[config.mk]
export PLATFORM = sky130hd
export DESIGN_NAME = mmio_arbiter_flat
export DESIGN_NICKNAME = d
export VERILOG_FILES = /design/src/rtl/mmio_pkg.sv /design/src/rtl/mmio_arbiter_if.sv /design/src/rtl/mmio_arbiter.sv /design/src/flat_wrapper.sv
export SDC_FILE = /design/constraint.sdc
export NUM_CORES = 1
export LEC_CHECK = 0
export BUFFER_PORTS_ARGS = -buffer_cell sky130_fd_sc_hd__clkbuf_2
export CAP_MARGIN = 20
export CORE_ASPECT_RATIO = 1.4
export CORE_MARGIN = 4
export CORE_UTILIZATION = 47
export DETAILED_ROUTE_END_ITERATION = 8
export PLACE_DENSITY = 0.81
export SLEW_MARGIN = 5
export SYNTH_ARGS = -nofsm -noshare
export SYNTH_HDL_FRONTEND = slang
export SYNTH_SLANG_ARGS = --single-unit
[constraint.sdc]
create_clock -name clk -period 2.07 [get_ports clk]
set_input_delay 0.3105 -clock clk [delete_from_list [all_inputs] [get_ports clk]]
set_output_delay 0.3105 -clock clk [all_outputs]
set_load 0.03 [all_outputs]
[src/rtl/mmio_pkg.sv]
// ============================================================================
// Module      : mmio_pkg
// Description : Shared access encodings, arbiter FSM states and MMIO addresses.
// Revision    : 1.0 - initial release
// ============================================================================
`default_nettype none

package mmio_pkg;

    localparam logic [2:0] ACC_B  = 3'b000;
    localparam logic [2:0] ACC_H  = 3'b001;
    localparam logic [2:0] ACC_W  = 3'b010;
    localparam logic [2:0] ACC_BU = 3'b100;
    localparam logic [2:0] ACC_HU = 3'b101;

    localparam logic [31:0] KBD_DATA   = 32'hfbad_beef;
    localparam logic [31:0] UART_RDATA = 32'hfbad_a002;
    localparam logic [31:0] UART_WDATA = 32'hfbad_a003;
    localparam logic [31:0] LED_DATA   = 32'hfbad_c0fe;

    typedef enum logic [1:0] {
        ARB_IDLE  = 2'd0,
        ARB_ISSUE = 2'd1,
        ARB_RESP  = 2'd2
    } arb_state_t;

    typedef struct packed {
        logic        load;
        logic        store;
        logic [2:0]  access;
        logic [31:0] addr;
        logic [31:0] wdata;
    } mmio_req_t;

    // A request asserting both load and store is performed as a store.
    function automatic mmio_req_t normalise_req(
        input logic        load,
        input logic        store,
        input logic [2:0]  access,
        input logic [31:0] addr,
        input logic [31:0] wdata
    );
        mmio_req_t r;
        r.load   = load & ~store;
        r.store  = store;
        r.access = access;
        r.addr   = addr;
        r.wdata  = wdata;
        return r;
    endfunction

endpackage

`default_nettype wire

[src/rtl/mmio_arbiter_if.sv]
// ============================================================================
// Module      : mmio_arbiter_if
// Description : Requester, slave-bus and status signals of the MMIO arbiter.
// Revision    : 1.0 - initial release
// ============================================================================
`default_nettype none

interface mmio_arbiter_if;

    logic        m0_req;
    logic        m0_load;
    logic        m0_store;
    logic [2:0]  m0_access;
    logic [31:0] m0_addr;
    logic [31:0] m0_wdata;
    logic        m0_ack;
    logic [31:0] m0_rdata;

    logic        m1_req;
    logic        m1_load;
    logic        m1_store;
    logic [2:0]  m1_access;
    logic [31:0] m1_addr;
    logic [31:0] m1_wdata;
    logic        m1_ack;
    logic [31:0] m1_rdata;

    logic        s_load;
    logic        s_store;
    logic [2:0]  s_access;
    logic [31:0] s_addr;
    logic [31:0] s_data_in;
    logic [31:0] s_data_out;

    logic        grant_id;
    logic        busy;

    // Arbiter side
    modport slave (
        input  m0_req, m0_load, m0_store, m0_access, m0_addr, m0_wdata,
        input  m1_req, m1_load, m1_store, m1_access, m1_addr, m1_wdata,
        input  s_data_out,
        output m0_ack, m0_rdata, m1_ack, m1_rdata,
        output s_load, s_store, s_access, s_addr, s_data_in,
        output grant_id, busy
    );

    // Requesters plus the MMIO block
    modport master (
        output m0_req, m0_load, m0_store, m0_access, m0_addr, m0_wdata,
        output m1_req, m1_load, m1_store, m1_access, m1_addr, m1_wdata,
        output s_data_out,
        input  m0_ack, m0_rdata, m1_ack, m1_rdata,
        input  s_load, s_store, s_access, s_addr, s_data_in,
        input  grant_id, busy
    );

endinterface

`default_nettype wire

[src/rtl/mmio_arbiter.sv]
// ============================================================================
// Module      : mmio_arbiter
// Description : Two-master MMIO arbiter, fixed m0 priority with m1 starvation
//               promotion; every slave access lasts exactly one cycle.
// Revision    : 1.0 - initial release
// ============================================================================
`default_nettype none

module mmio_arbiter
    import mmio_pkg::*;
#(
    parameter int unsigned STARVE_LIMIT = 4
) (
    input wire            clk,
    input wire            rst,
    mmio_arbiter_if.slave bus
);

    localparam logic [3:0] C_STARVE_LIMIT = 4'(STARVE_LIMIT);

    arb_state_t  r_state;
    arb_state_t  w_state_next;
    mmio_req_t   r_req;
    mmio_req_t   w_req_sel;
    logic        r_grant;
    logic        w_m1_win;
    logic        w_any_req;
    logic [3:0]  r_starve_cnt;
    logic [3:0]  w_starve_next;
    logic [31:0] r_rdata0;
    logic [31:0] r_rdata1;
    logic        w_issue;
    logic        w_slave_active;

    assign w_any_req = bus.m0_req | bus.m1_req;

    always_ff @(posedge clk) begin
        if (!rst) begin
            r_state <= ARB_IDLE;
        end else begin
            r_state <= w_state_next;
        end
    end

    always_comb begin
        w_state_next  = r_state;
        w_m1_win      = 1'b0;
        w_starve_next = r_starve_cnt;
        case (r_state)
            ARB_IDLE: begin
                if (bus.m0_req && bus.m1_req) begin
                    if (r_starve_cnt >= C_STARVE_LIMIT) begin
                        w_m1_win      = 1'b1;
                        w_starve_next = 4'd0;
                    end else begin
                        w_starve_next = r_starve_cnt + 4'd1;
                    end
                end else if (bus.m1_req) begin
                    w_m1_win      = 1'b1;
                    w_starve_next = 4'd0;
                end else begin
                    // m1 not waiting, so it cannot be starving
                    w_starve_next = 4'd0;
                end
                if (w_any_req) begin
                    w_state_next = ARB_ISSUE;
                end
            end
            ARB_ISSUE: w_state_next = ARB_RESP;
            ARB_RESP:  w_state_next = ARB_IDLE;
            default:   w_state_next = ARB_IDLE;
        endcase
    end

    assign w_req_sel = w_m1_win
        ? normalise_req(bus.m1_load, bus.m1_store, bus.m1_access, bus.m1_addr, bus.m1_wdata)
        : normalise_req(bus.m0_load, bus.m0_store, bus.m0_access, bus.m0_addr, bus.m0_wdata);

    always_ff @(posedge clk) begin
        if (!rst) begin
            r_starve_cnt <= 4'd0;
            r_grant      <= 1'b0;
            r_req        <= '0;
            r_rdata0     <= 32'd0;
            r_rdata1     <= 32'd0;
        end else begin
            if (r_state == ARB_IDLE) begin
                r_starve_cnt <= w_starve_next;
                if (w_any_req) begin
                    r_req   <= w_req_sel;
                    r_grant <= w_m1_win;
                end
            end
            if (r_state == ARB_ISSUE) begin
                if (r_grant) begin
                    r_rdata1 <= r_req.load ? bus.s_data_out : 32'd0;
                end else begin
                    r_rdata0 <= r_req.load ? bus.s_data_out : 32'd0;
                end
            end
        end
    end

    // Null transactions keep the whole slave bus quiet, not just the strobes.
    assign w_issue        = (r_state == ARB_ISSUE);
    assign w_slave_active = w_issue & (r_req.load | r_req.store);

    assign bus.s_load    = w_issue & r_req.load;
    assign bus.s_store   = w_issue & r_req.store;
    assign bus.s_access  = w_slave_active ? r_req.access : 3'd0;
    assign bus.s_addr    = w_slave_active ? r_req.addr   : 32'd0;
    assign bus.s_data_in = w_slave_active ? r_req.wdata  : 32'd0;

    assign bus.m0_ack   = (r_state == ARB_RESP) & ~r_grant;
    assign bus.m1_ack   = (r_state == ARB_RESP) &  r_grant;
    assign bus.m0_rdata = r_rdata0;
    assign bus.m1_rdata = r_rdata1;
    assign bus.grant_id = r_grant;
    assign bus.busy     = (r_state != ARB_IDLE);

endmodule

`default_nettype wire

[src/flat_wrapper.sv]
// flat-port wrapper written by rule: the top's interface ports become plain ports
module mmio_arbiter_flat import mmio_pkg::*;
#(
    parameter int unsigned STARVE_LIMIT = 4
)
  (clk, rst, bus_m0_req, bus_m0_load, bus_m0_store, bus_m0_access, bus_m0_addr, bus_m0_wdata, bus_m1_req, bus_m1_load, bus_m1_store, bus_m1_access, bus_m1_addr, bus_m1_wdata, bus_s_data_out, bus_m0_ack, bus_m0_rdata, bus_m1_ack, bus_m1_rdata, bus_s_load, bus_s_store, bus_s_access, bus_s_addr, bus_s_data_in, bus_grant_id, bus_busy);
  mmio_arbiter_if bus_i ();
  input wire clk;
  input wire rst;
  input wire logic [$bits(bus_i.m0_req)-1:0] bus_m0_req;
  input wire logic [$bits(bus_i.m0_load)-1:0] bus_m0_load;
  input wire logic [$bits(bus_i.m0_store)-1:0] bus_m0_store;
  input wire logic [$bits(bus_i.m0_access)-1:0] bus_m0_access;
  input wire logic [$bits(bus_i.m0_addr)-1:0] bus_m0_addr;
  input wire logic [$bits(bus_i.m0_wdata)-1:0] bus_m0_wdata;
  input wire logic [$bits(bus_i.m1_req)-1:0] bus_m1_req;
  input wire logic [$bits(bus_i.m1_load)-1:0] bus_m1_load;
  input wire logic [$bits(bus_i.m1_store)-1:0] bus_m1_store;
  input wire logic [$bits(bus_i.m1_access)-1:0] bus_m1_access;
  input wire logic [$bits(bus_i.m1_addr)-1:0] bus_m1_addr;
  input wire logic [$bits(bus_i.m1_wdata)-1:0] bus_m1_wdata;
  input wire logic [$bits(bus_i.s_data_out)-1:0] bus_s_data_out;
  output wire logic [$bits(bus_i.m0_ack)-1:0] bus_m0_ack;
  output wire logic [$bits(bus_i.m0_rdata)-1:0] bus_m0_rdata;
  output wire logic [$bits(bus_i.m1_ack)-1:0] bus_m1_ack;
  output wire logic [$bits(bus_i.m1_rdata)-1:0] bus_m1_rdata;
  output wire logic [$bits(bus_i.s_load)-1:0] bus_s_load;
  output wire logic [$bits(bus_i.s_store)-1:0] bus_s_store;
  output wire logic [$bits(bus_i.s_access)-1:0] bus_s_access;
  output wire logic [$bits(bus_i.s_addr)-1:0] bus_s_addr;
  output wire logic [$bits(bus_i.s_data_in)-1:0] bus_s_data_in;
  output wire logic [$bits(bus_i.grant_id)-1:0] bus_grant_id;
  output wire logic [$bits(bus_i.busy)-1:0] bus_busy;
  assign bus_i.m0_req = bus_m0_req;
  assign bus_i.m0_load = bus_m0_load;
  assign bus_i.m0_store = bus_m0_store;
  assign bus_i.m0_access = bus_m0_access;
  assign bus_i.m0_addr = bus_m0_addr;
  assign bus_i.m0_wdata = bus_m0_wdata;
  assign bus_i.m1_req = bus_m1_req;
  assign bus_i.m1_load = bus_m1_load;
  assign bus_i.m1_store = bus_m1_store;
  assign bus_i.m1_access = bus_m1_access;
  assign bus_i.m1_addr = bus_m1_addr;
  assign bus_i.m1_wdata = bus_m1_wdata;
  assign bus_i.s_data_out = bus_s_data_out;
  assign bus_m0_ack = bus_i.m0_ack;
  assign bus_m0_rdata = bus_i.m0_rdata;
  assign bus_m1_ack = bus_i.m1_ack;
  assign bus_m1_rdata = bus_i.m1_rdata;
  assign bus_s_load = bus_i.s_load;
  assign bus_s_store = bus_i.s_store;
  assign bus_s_access = bus_i.s_access;
  assign bus_s_addr = bus_i.s_addr;
  assign bus_s_data_in = bus_i.s_data_in;
  assign bus_grant_id = bus_i.grant_id;
  assign bus_busy = bus_i.busy;
  mmio_arbiter #(.STARVE_LIMIT(STARVE_LIMIT)) u_core (.clk(clk), .rst(rst), .bus(bus_i));
endmodule
-- Word-level counts from Yosys, hierarchy flattened
Cells that the tools add are included.
- register bits after elaboration: 140
- input port bits: 174
- output and inout bits: 137
- logic and storage cells: 46
- add/subtract/negate cells: 1
- magnitude comparators: 1
- eq/ne operators: 3
- mux-type cells: 13
- bitwise gates (word level): 12
- reductions and logical operators: 6
- operators by type and width (operator ; count):
    2-to-1 mux 32 bit ; 3
    2-to-1 mux 69 bit ; 1
    2-to-1 mux 4 bit ; 2
    AND 1 bit ; 7
    AND reduction 2 bit ; 3
    adder 4 x 1 -> 4 bit (second input constant) ; 1
    >= comparator 4 x 3 -> 1 bit (second input constant) ; 1
    2-to-1 mux 1 bit ; 4
    case mux 2 bit (2 select lines) ; 1
    2-to-1 mux 3 bit ; 1
    NOT 1 bit ; 3
    equality test 2 x 1 -> 1 bit (second input constant) ; 1
    equality test 2 bit (second input constant) ; 1
    logical NOT 2 bit ; 1
    2-to-1 mux 2 bit ; 1
    inequality test 2 x 1 -> 1 bit (second input constant) ; 1
    bitwise OR 1 bit ; 2
    nonzero test 2 bit ; 1
    logical AND 1 bit ; 1

-- Depth between registers and ports, before layout
- depth in word-level cells: 5
- gate-level depth with buffers: 8
- mapped depth without buffers: 4

-- Worst setup path after synthesis
Ideal clock, no wire load.
- path type: register -> register
- from: register u_core.r_state[0]
- to: register u_core.r_req[29] (netlist bit)
- setup time: 0.103 ns
- arrival time: 1.771 ns
- required time: 1.967 ns
- path slack: 0.196 ns
- cell stages (with the launch flop): 9
- buffers on the path: 5
- clock period less this slack: 1.874 ns
- path through: dfxtp_1 buf_2 or3b_1 buf_2 or2_1 buf_6 buf_6 buf_6 a2111oi_2
- longest elaborated chain between the ends: 3
- elaborated cells between the ends (all ways): 4
- classes of those cells: 2 x mux; 2 x reduce/logical
- ends and longest elaborated chain (what ; RTL line ; text):
    start: declaration ; mmio_arbiter.sv:21 ; arb_state_t r_state;
    start signal: assignment ; mmio_arbiter.sv:41 ; r_state <= w_state_next;
    logical NOT 2 bit (*) ; mmio_arbiter.sv:49, mmio_arbiter.sv:87 ;
    2-to-1 mux 1 bit ; mmio_arbiter.sv:49 ; case (r_state)
    2-to-1 mux 69 bit ; mmio_arbiter.sv:76 ; ? normalise_req(bus.m1_load, bus.m1_store, bus.m1_access, bus.m1_addr, bus.m1_wdata)
    end signal: assignment ; mmio_arbiter.sv:90 ; r_req <= w_req_sel;
    end: declaration ; mmio_arbiter.sv:23 ; mmio_req_t r_req;
Every way passes the cells marked *; elsewhere a longest branch is shown, timed or not.
A chain may end at the register's enable or synchronous reset.

-- Worst setup path in the final report
- from: register u_core.r_state[1]
- to: register u_core.r_req[58] (netlist bit)
Same word-level chain as after synthesis.

==> summary by stage <==
Worst setup path
For the worst setup path, the data arrival time is 2.30 ns. The worst reg2reg path endpoint is u_core.r_req[58]$_SDFFE_PN0P_. The category of the critical setup timing path is reg -> reg. Together, buffers and inverters on the worst path number 1. STA classifies the critical path startpoint as a register. The element type at the critical path end is a register. The setup slack of the most critical reg-to-reg path is 0.04 ns. The required time at the endpoint of the critical path is 2.34 ns. The maximum fanout count along the critical path is 59. The cell class contributing the biggest share of worst-path delay is simple AND/OR/NAND/NOR gates. Walking the worst path, the cells encountered are or3b_2, or2_2, buf_12, a2111oi_0. In this design, the stage delay of the slowest critical-path cell is 0.53 ns. The number of cells on the worst reg-to-reg path is 4. For this design, the slowest cell found on the critical path is sky130_fd_sc_hd__or3b_2. The critical register-to-register path startpoint is u_core.r_state[1]$_SDFFE_PN0P_.

Yosys
The count of yosys warnings during synthesis is 0. The biggest area contributor in the post-synthesis netlist is sky130_fd_sc_hd__dfxtp_1. In the synthesized netlist, the cells that appear most often are sky130_fd_sc_hd__dfxtp_1, sky130_fd_sc_hd__a21oi_1, sky130_fd_sc_hd__nor3_1.

The proportion of register bits with asynchronous set or reset after synthesis is 0%. The number of standard cells after synthesis is 808. Summing the sequential cell areas from Yosys gives 43.4% of the chip area. The register bit total from synthesis is 140. The net count of the mapped netlist is 983. By area the synthesized netlist is led by sky130_fd_sc_hd__dfxtp_1, sky130_fd_sc_hd__a21oi_1, sky130_fd_sc_hd__nor3_1.

The top-area cell type share of the netlist area is 43.4%. The number of synthesized flops with an enable pin is 0. In this run the cell area of the synthesized design comes to 6450 µm². The mean area per synthesized cell is 7.99 µm². Among all flip-flop cells after synthesis, the most frequent one is sky130_fd_sc_hd__dfxtp_1.

The most instantiated library cell after synthesis is sky130_fd_sc_hd__dfxtp_1. The netlist uses 28 different library cells.

Clocking
Clock latency on the worst-skew pair, taken at its later pin, is 0.41 ns. The TritonCTS buffer count is 17. The H-tree was split into 4 levels.

TritonCTS built the clock tree. In this run the deepest clock path goes through 2 buffers. Clock tree synthesis selected as its root buffer the cell sky130_fd_sc_hd__clkbuf_16. The clock drives 140 sinks. The hold buffer count at cts is 0.

After clock tree synthesis, the clock-pin slew on the worst setup and hold paths is 0.06 ns.

Cells and area
The number of nets in the final layout is 1245. The number of antenna diodes in the final layout is 0. The finished layout holds 1265 standard cells, fillers aside.

Of the cells placed in the final design, the portion with a size suffix greater than 1 is 37.0%. The number of filler instances in the final layout is 1171. Compared with the post-synthesis result, the final layout area differs by 41.5%.

Timing
Setup violations remaining at the end of the flow were counted as 0. Measured against its own limit, the worst slew margin works out to 52.4%. For the pin with the worst max-slew slack, the measured transition is 0.715 ns.

The post-layout minimum cycle time is 2.03 ns. Setup repair after global routing could not meet its margin everywhere. Derived from the worst setup path, the maximum achievable clock frequency is 0.492 GHz. After layout, the worst path uses 98.1% of the clock period.

On the final layout, the worst clock skew is 0.0145 ns. The number of hold-slack violations in the final timing report was 0. Once routing completed, OpenROAD measured the worst setup slack at 0.0393 ns. The count of final max-slew check failures is 0.

Routing
The initial detailed-routing violation count is 551. The DRC violations left is 0. In the final routed layout, each cell accounts on average for 18.8 µm. The number of iterations in the first detailed-routing pass is 5. For this block, the via count after detailed routing is 7411. The ratio of routed vias to standard cells is 5.86. The aggregate routed wire length is 23.8 mm. The number of nets still failing antenna checks after routing is 0.

GRT
The number of antenna violations at the first check in global routing came to 0. For this run, the total global-route usage over all layers was measured as 27.7%. The first global-routing pass estimated 35.7 mm of wire.

The remaining global-route overflow is 0. The via count of the first global-routing pass was 7124. Entering global routing, the biggest net connects 71 pins.

Pwr
The clock network is responsible for 41.9% of the overall power. The worst-case vdd ir drop is 0.626 mV. In this run switching power makes up 29.0% of total power. In this run the power spent charging and discharging nets is 0.00216 W. The internal power of the cells totals 0.00527 W.

Summing internal, switching and leakage power gives 0.00742 W. Dividing total power by cell area gives a power density of 813 nW/µm². Combinational logic burns 18.0% of the power.

The proportion of power drawn by flip-flops and latches is 40.1%. The analysis attributes to cell leakage a power of 3.82 nW.

Placement
Routability-driven placement finished with a final weighted congestion of 0.904. The worst-case setup slack after placement is 0.0258 ns. Buffers placed on the I/O ports in this run total 310.

After legalization and detailed placement, the total HPWL measured 15.0 mm. After detailed placement, the design holds a cell count of 1225.

Run status
The flow ran to the end, and the final reports show no timing, DRC or antenna violations.

Floorplan
The cell row count is 50. The vertical die dimension is 147 µm. The die is 107 µm wide.

The overall die area is 15700 µm². For this configuration, the core starts out at a cell density of 48.2%. The core region is 13400 µm². The count of boundary I/O pins is 311.

Min path
The worst min-delay path class is in -> reg. The worst hold path terminates at u_core.bus.m1_rdata[12]$_SDFFE_PN0P_. The hold path startpoint is bus_s_data_out[12]. The count of cells along the worst hold path is 3.

Run
The max-cap check violation count is 0.
## worst max-delay path by stage
| stage | from | depth (start not counted) | slack (ns) | to |
|---|---|---|---|---|
| after floorplan | u_core.r_state[0]$_SDFFE_PN0P_ | 8 | 0.20 | u_core.r_req[29]$_SDFFE_PN0P_ |
| after global placement | bus_m1_req | 5 | 0.16 | u_core.r_req[40]$_SDFFE_PN0P_ |
| after detailed placement | bus_m1_req | 5 | 0.03 | u_core.r_req[58]$_SDFFE_PN0P_ |
| after CTS | u_core.r_state[0]$_SDFFE_PN0P_ | 6 | -0.005 | bus_s_addr[31] |
| after global routing | u_core.r_state[0]$_SDFFE_PN0P_ | 6 | -0.03 | bus_s_addr[7] |
| final | u_core.r_state[1]$_SDFFE_PN0P_ | 4 | 0.04 | u_core.r_req[58]$_SDFFE_PN0P_ |
## power groups by stage
stage	clock [W]	combinational (W)	sequential, W
finish	0.00311	0.00133	0.00298
global route	0.00327	0.00143	0.00299
floorplan	0	0.000752	0.00303
global placement	0	0.00120	0.00302
detailed placement	0	0.00121	0.00303
CTS	0.00315	0.00125	0.00297
## area by class of cell
type | instances | area [µm²] | area share [%]
well taps | 182 | 228 | 2.49
clock buffers | 19 | 453 | 4.96
flip-flops and latches | 140 | 2810 | 30.8
multi-input cells | 568 | 3270 | 35.8
inverters | 2 | 10.0 | 0.110
repair buffers | 341 | 2210 | 24.2
clock inverters | 13 | 156 | 1.71
## routing by layer
metal,routed length (µm),part of all wire (%),GRT usage (%),vias to the layer above
li1,-,-,-,3451
met1,8590,36,33.2,3472
met2,12000,50,45.3,414
met3,2170,9.1,7.52,74
met4,1020,4.3,13.9,0
met5,0,0,0,-
## logic make-up (layout without fill, tap and decap cells)
| group | Yosys count | count (layout) | synth area share, % |
|---|---|---|---|
| compound gates | 209 | 209 | 21.1 |
| fa+ha+maj | 1 | 1 | 0.194 |
| buf+inv | 100 | 375 | 6.81 |
| flops | 140 | 140 | 43.4 |
| simple gates | 358 | 358 | 28.4 |
## metrics by stage
stage / hold slack [ns] / util, % / TNS, ns / area [µm²]
after floorplan: 0.432 / - / 0 / 6450
after global placement: 0.441 / 60.6 / 0 / 8110
after detailed placement: 0.446 / 60.6 / 0 / 8110
after CTS: 0.140 / 66.5 / -0.0236 / 8900
after global routing: 0.150 / 68.2 / -0.410 / 9130
final: 0.157 / 68.2 / 0 / 9130
## state kept, by name, indices dropped and copies added (netlist names)
signal and cells:
u_core.r_state 2, u_core.r_starve_cnt 4, u_core.bus.grant_id 1, u_core.bus.m1_rdata 32, u_core.bus.m0_rdata 32, u_core.r_req 69
## worst reg2reg max path: cells and delay by family (launching register included)
family,cells,cell delay [ns]
buffers and inverters,1,0.21
AO/OA/AOI/OAI,1,0.48
flip-flops,1,0.34
AND/OR/NAND/NOR,2,0.87
## cell usage in the layout, fill, tap and decap left out, types with 2 or more instances in the layout
master | netlist | final
sky130_fd_sc_hd__or3b_2 | 2 | 3
sky130_fd_sc_hd__buf_12 | 0 | 9
sky130_fd_sc_hd__buf_4 | 0 | 44
sky130_fd_sc_hd__clkbuf_16 | 0 | 19
sky130_fd_sc_hd__nor3_1 | 137 | 137
sky130_fd_sc_hd__clkinv_4 | 0 | 5
sky130_fd_sc_hd__and2_4 | 0 | 2
sky130_fd_sc_hd__clkbuf_8 | 0 | 2
sky130_fd_sc_hd__a2111oi_0 | 59 | 47
sky130_fd_sc_hd__and2_1 | 70 | 68
sky130_fd_sc_hd__nand4_1 | 2 | 2
sky130_fd_sc_hd__clkbuf_2 | 0 | 244
sky130_fd_sc_hd__nor2_4 | 0 | 2
sky130_fd_sc_hd__a21oi_1 | 137 | 137
sky130_fd_sc_hd__a2111oi_2 | 9 | 10
sky130_fd_sc_hd__dfxtp_1 | 140 | 138
sky130_fd_sc_hd__bufinv_16 | 0 | 2
sky130_fd_sc_hd__inv_8 | 0 | 2
sky130_fd_sc_hd__or2_2 | 1 | 2
sky130_fd_sc_hd__buf_2 | 3 | 2
sky130_fd_sc_hd__nand3_1 | 64 | 64
sky130_fd_sc_hd__inv_6 | 0 | 2
sky130_fd_sc_hd__nand2_1 | 67 | 67
sky130_fd_sc_hd__a2111oi_1 | 0 | 11
sky130_fd_sc_hd__nor3b_2 | 0 | 2
sky130_fd_sc_hd__and3b_1 | 2 | 2
sky130_fd_sc_hd__o21ai_0 | 2 | 2
sky130_fd_sc_hd__buf_6 | 8 | 23
sky130_fd_sc_hd__clkbuf_4 | 0 | 15
## timing repair
| action | in CTS | in global routing |
|---|---|---|
| setup endpoints to repair | 67 | 75 |
| setup buffers | 2 | 1 |
| cloned | 1 | 4 |
| gates resized for setup | 56 | 115 |
(Power assumes the default switching activity.)
